### src/rtl/arith_pkg.sv
// Shared arithmetic-unit definitions: default datapath width, divider FSM
// encoding and the quotient value reported for a divide by zero.
package arith_pkg;

  localparam int ARITH_WIDTH = 32;

  typedef enum logic [1:0] {
    ST_IDLE = 2'd0,
    ST_RUN  = 2'd1,
    ST_DONE = 2'd2
  } state_t;

  localparam logic [ARITH_WIDTH-1:0] DIV0_QUOTIENT = '1;

endpackage

### src/rtl/div_step.sv
// One combinational restoring-division iteration: shift {R,Q_msb} left, trial
// subtract D through a WIDTH+1 ripple chain, keep the difference if no borrow.
module div_step
  import arith_pkg::*;
#(
  parameter int WIDTH = ARITH_WIDTH
) (
  input  logic [WIDTH:0]   i_r,
  input  logic             i_q_msb,
  input  logic [WIDTH-1:0] i_d,
  output logic [WIDTH:0]   o_r,
  output logic             o_q_bit
);

  logic [WIDTH:0]   w_shift;
  logic [WIDTH:0]   w_sub_b;
  logic [WIDTH:0]   w_diff;
  logic [WIDTH+1:0] w_carry;
  logic             w_no_borrow;

  assign w_shift    = {i_r[WIDTH-1:0], i_q_msb};
  assign w_sub_b    = ~{1'b0, i_d};
  assign w_carry[0] = 1'b1;

  // Two's-complement subtract: carry out of the top cell set means no borrow.
  for (genvar i = 0; i <= WIDTH; i++) begin : g_ripple
    fulladder u_fa (
      .i_a   (w_shift[i]),
      .i_b   (w_sub_b[i]),
      .i_cin (w_carry[i]),
      .o_sum (w_diff[i]),
      .o_cout(w_carry[i+1])
    );
  end

  // A set bit shifted out of R already exceeds any divisor.
  assign w_no_borrow = w_carry[WIDTH+1] | i_r[WIDTH];
  assign o_r         = w_no_borrow ? w_diff : w_shift;
  assign o_q_bit     = w_no_borrow;

endmodule

### src/rtl/fulladder.sv
// One-bit full adder cell, the ripple building block of the arithmetic unit.
module fulladder (
  input  logic i_a,
  input  logic i_b,
  input  logic i_cin,
  output logic o_sum,
  output logic o_cout
);

  assign o_sum  = i_a ^ i_b ^ i_cin;
  assign o_cout = (i_a & i_b) | (i_cin & (i_a ^ i_b));

endmodule

### src/rtl/seq_div32.sv
// Multi-cycle unsigned restoring divider with valid/ready ports on both sides.
// Handshake: a transfer happens on a rising edge where valid && ready are both high.
module seq_div32
  import arith_pkg::*;
#(
  parameter int WIDTH = ARITH_WIDTH,
  parameter int CNT_W = 6
) (
  input  logic             clk,
  input  logic             rst_n,
  input  logic             in_valid,
  output logic             in_ready,
  input  logic [WIDTH-1:0] dividend,
  input  logic [WIDTH-1:0] divisor,
  output logic             out_valid,
  input  logic             out_ready,
  output logic [WIDTH-1:0] quotient,
  output logic [WIDTH-1:0] remainder,
  output logic             div_zero,
  output state_t           o_dbg_state
);

  state_t           r_state;
  state_t           w_next_state;
  logic [CNT_W-1:0] r_cnt;
  logic [WIDTH-1:0] r_q;
  logic [WIDTH:0]   r_r;
  logic [WIDTH-1:0] r_d;
  logic             r_div_zero;

  logic             w_accept;
  logic             w_last_step;
  logic [WIDTH:0]   w_step_r;
  logic             w_q_bit;

  assign w_accept    = in_valid && in_ready;
  assign w_last_step = (r_cnt == CNT_W'(WIDTH - 1));

  div_step #(.WIDTH(WIDTH)) u_step (
    .i_r    (r_r),
    .i_q_msb(r_q[WIDTH-1]),
    .i_d    (r_d),
    .o_r    (w_step_r),
    .o_q_bit(w_q_bit)
  );

  always_ff @(posedge clk or negedge rst_n) begin
    if (!rst_n) begin
      r_state <= ST_IDLE;
    end else begin
      r_state <= w_next_state;
    end
  end

  always_comb begin
    w_next_state = r_state;
    case (r_state)
      ST_IDLE: if (w_accept) w_next_state = (divisor == '0) ? ST_DONE : ST_RUN;
      ST_RUN:  if (w_last_step) w_next_state = ST_DONE;
      ST_DONE: if (out_ready) w_next_state = ST_IDLE;
      default: w_next_state = ST_IDLE;
    endcase
  end

  always_comb begin
    in_ready    = (r_state == ST_IDLE);
    out_valid   = (r_state == ST_DONE);
    o_dbg_state = r_state;
  end

  // Result registers are only written on accept or a RUN step, so they hold
  // through DONE back-pressure and keep the last result in IDLE.
  always_ff @(posedge clk or negedge rst_n) begin
    if (!rst_n) begin
      r_cnt      <= '0;
      r_q        <= '0;
      r_r        <= '0;
      r_d        <= '0;
      r_div_zero <= 1'b0;
    end else if (w_accept) begin
      r_cnt <= '0;
      r_d   <= divisor;
      if (divisor == '0) begin
        r_q        <= {WIDTH{DIV0_QUOTIENT[0]}};
        r_r        <= {1'b0, dividend};
        r_div_zero <= 1'b1;
      end else begin
        r_q        <= dividend;
        r_r        <= '0;
        r_div_zero <= 1'b0;
      end
    end else if (r_state == ST_RUN) begin
      r_r   <= w_step_r;
      r_q   <= {r_q[WIDTH-2:0], w_q_bit};
      r_cnt <= r_cnt + 1'b1;
    end
  end

  assign quotient  = r_q;
  assign remainder = r_r[WIDTH-1:0];
  assign div_zero  = r_div_zero;

endmodule

### config.mk
export PLATFORM = sky130hd
export DESIGN_NAME = seq_div32
export DESIGN_NICKNAME = d
export VERILOG_FILES = /design/src/rtl/arith_pkg.sv /design/src/rtl/div_step.sv /design/src/rtl/fulladder.sv /design/src/rtl/seq_div32.sv
export SDC_FILE = /design/constraint.sdc
export NUM_CORES = 1
export LEC_CHECK = 0
export BUFFER_PORTS_ARGS = -buffer_cell sky130_fd_sc_hd__buf_2
export CORE_ASPECT_RATIO = 2
export CORE_UTILIZATION = 40
export CTS_BUF_LIST = sky130_fd_sc_hd__clkbuf_2
export DETAILED_ROUTE_END_ITERATION = 16
export GPL_ROUTABILITY_DRIVEN = 0
export PLACE_DENSITY = 0.68
export SETUP_SLACK_MARGIN = 0.1
export SLEW_MARGIN = 20
export SYNTH_ARGS = -nofsm -noshare
export SYNTH_HDL_FRONTEND = slang
export SYNTH_SLANG_ARGS = --single-unit
### constraint.sdc
create_clock -name clk -period 28.5 [get_ports clk]
set_clock_uncertainty 0.15 [all_clocks]
set_input_delay 4.275 -clock clk [delete_from_list [all_inputs] [get_ports clk]]
set_output_delay 4.275 -clock clk [all_outputs]
set_load 0.01 [all_outputs]
==> results.toml <==
[status]
status = "finished, final reports clean"

[detailed_routing]
routed_wl_mm = 16.0
drcViolationCount = 0
drt_iter0_drc = 365
ant_nets = 0
wl_per_cell_um = 17.3
firstDrtPassIters = 5
wl_met1_mm = 5.97
num_vias = 5003
vias_per_cell = 5.42
dr.max_layer_used = "met4"
met3_length_um = 653
route.met2.wl_mm = 8.81

[yosys]
synth_top_family_by_area = "compound AO/OA/AOI/OAI gates"
yosysMostFrequentCell = "nand2_1"
synth_top_area_share_pct = 44.4
synth-main-ff-cell = "dfrtp_1"
synthXorXnorAreaFrac_pct = 0
yosys-mux-area-fraction_pct = 0.188
synth_seq_cells = 106
yosysSeqAreaShare_pct = 44.4
synth_top_area_cell = "dfrtp_1"
syn-num-nets = 757
synthAdderAreaFrac_pct = 11.0
synth_area_sq_um = 5980
netlist_top_cells_area = "dfrtp_1, nand2_1, fa_1, a32oi_1, buf_4"
post_synth_and_or_nand_nor_area_fraction_pct = 16.8
ys_types = 36
syn_inst = 655
syn_avg_cell_area_sq_um = 9.12
yosys-top-cells-count = "nand2_1, dfrtp_1, inv_1"
async_flop_share_pct = 100
synth_edf_count = 0
synth_compound_area_share_pct = 17.1
yosys_warnings = 0

[floorplanning]
die_h_um = 175
core_sq_um = 14500
pin_count = 137
die_w_um = 88.4
dieArea_sq_um = 15500
rows = 62
initial_core_util_pct = 41.2

[clock_tree]
cts.htree.levels = 3
cts_tree = "built"
cts_sinks = 106
insertion_delay_ns = 0.58
holdBufCountCts = 0
cts-resized-gates = 0
ctsLongestPathBuffers = 2
cts-root-buf = "clkbuf_2"
clk_pin_slew_ns = 0.28
post_cts_buffers = 0
cts_made_buffers = 9

[sta]
tightest_slew_ns = 1.02
hold_viol = 0
fmax_mhz = 65.7
period_share_pct = 53.4
rsz0062_at_grt = "no"
holdWs_ns = 0.360
fin_crit_ns = 15.23
tns_ns = 0
finalMaxSlewViolations = 0
relSlewSlack_pct = 32.0
setup_viol = 0

[worst_setup_path]
reg2reg_from = "quotient[31]$_DFFE_PN0P_"
end_kind = "flop"
slowest_delay_ns = 0.48
startpoint = "quotient[31]$_DFFE_PN0P_"
worstPathRequired_ns = 28.79
r2r_cells = 40
cp-start-kind = "flop"
r2r-end = "r_r[20]$_DFFE_PN0P_"
cp_max_fo = 63
crit_slowest_cell = "nand2b_4"
reg2reg_slack_ns = 13.27
crit_end = "r_r[20]$_DFFE_PN0P_"
crit_top_cell = "fa_1"
crit_arrival_ns = 15.52
critical_path_class = "flop to flop"

[power]
power_density_nw_per_um2 = 116
swShare_pct = 43.6
peakVddDrop_v = 0.0000376
power.internal_mw = 0.431
power.leakage_nw = 3.19
p_comb_share_pct = 53.0
power_frac_seq_pct = 38.3
switchingPower_mw = 0.333
clkPwrFrac_pct = 8.7

[place]
portBuffers = 136
dp_hpwl_mm = 11.4

[global_route]
grt_pass1_wl_mm = 25.7
grt_usage_pct = 21.9
grt_antenna_before_repair = 1
grt_pass1_vias = 4911
grt_max_degree = 99
overflow = 0

[worst_hold_path]
hold_depth = 1
hp-class = "flop to flop"

[finish]
nets = 829
drive_gt1_share_pct = 22.2
area_growth_pct = 10.0
fillers = 1456
utilization_pct = 45.3

[run]
drv_cap = 0
==> layout by cell type (no fill, tap or decap), types with 2 or more instances in the layout <==
cell	count
a32oi_1	30
dfrtp_1	106
inv_1	37
nand4_1	3
nand2_1	189
a21oi_1	35
o21ai_0	9
clkinv_1	2
nor2b_1	2
a22oi_1	32
fa_1	31
buf_2	135
nor2_1	35
ha_1	3
clkbuf_2	10
buf_4	7
o211ai_1	32
o22ai_1	3
nor4_1	7
nand3_1	3
==> layout make-up <==
| type | count | area [sq um] | share of cell area [%] |
|---|---|---|---|
| timing repair buffer | 142 | 728 | 11.1 |
| multi-input combinational | 431 | 2720 | 41.3 |
| clock inverter | 4 | 45.0 | 0.685 |
| sequential | 106 | 2650 | 40.4 |
| clock buffer | 10 | 50.0 | 0.761 |
| antenna | 1 | 2.50 | 0.0381 |
| inverter | 37 | 139 | 2.11 |
| tap | 192 | 240 | 3.65 |
==> per-layer routing <==
metal,global-route usage [%],vias to the layer above
met3,2.98,42
met2,38.8,162
met1,25.8,2483
met5,0,-
met4,9.34,0
li1,-,2316
==> flip-flops by register name, indices dropped and copies added (netlist names) <==
signal       count
quotient        32
r_cnt            6
div_zero         1
r_d             32
r_r             33
o_dbg_state      2
==> per-stage QoR <==
stage               cell area, sq um  total power, mW  instances  setup WS [ns]
floorplan                       5980            0.609        655          13.91
CTS                             6570            0.777        922          12.79
global placement                6470            0.696        908          13.05
global route                    6570            0.851        923          12.56
finish                          6570            0.765        923          13.27
detailed placement              6470            0.710        908          12.88
==> logic make-up (layout without fill, tap and decap cells) <==
group	after synthesis	count (layout)
DFF	106	106
AOI/OAI and AO/OA	146	146
and+or+nand+nor	250	250
adders and majority gates	34	34
buffers and inverters	118	193
muxes	1	1
other	0	1
==> worst max-delay path, delay by kind of cell (launching register included) <==
family / cells / cell delay, ns
adders and majority gates: 33 / 13.49
and+or+nand+nor: 2 / 0.60
DFF: 1 / 0.46
AOI/OAI and AO/OA: 2 / 0.21
buffers and inverters: 3 / 0.20
==> power groups by stage <==
stage	Sequential [mW]	Clock [mW]	Combinational [mW]
2_1_floorplan	0.285	0	0.324
3_3_place_gp	0.297	0	0.399
3_5_place_dp	0.297	0	0.413
4_1_cts	0.294	0.0701	0.413
5_1_grt	0.303	0.0741	0.474
6_report	0.293	0.0669	0.405
==> worst min path at each step <==
stage                           end                 start
3_5_place_dp   div_zero$_DFFE_PN0P_  div_zero$_DFFE_PN0P_
5_1_grt        r_cnt[5]$_DFFE_PN0P_  r_cnt[5]$_DFFE_PN0P_
2_1_floorplan    r_d[0]$_DFFE_PN0P_    r_d[0]$_DFFE_PN0P_
4_1_cts        r_cnt[5]$_DFFE_PN0P_  r_cnt[5]$_DFFE_PN0P_
6_report       r_cnt[5]$_DFFE_PN0P_  r_cnt[5]$_DFFE_PN0P_
3_3_place_gp   div_zero$_DFFE_PN0P_  div_zero$_DFFE_PN0P_
No activity file was read; power rests on OpenSTA's default activity.
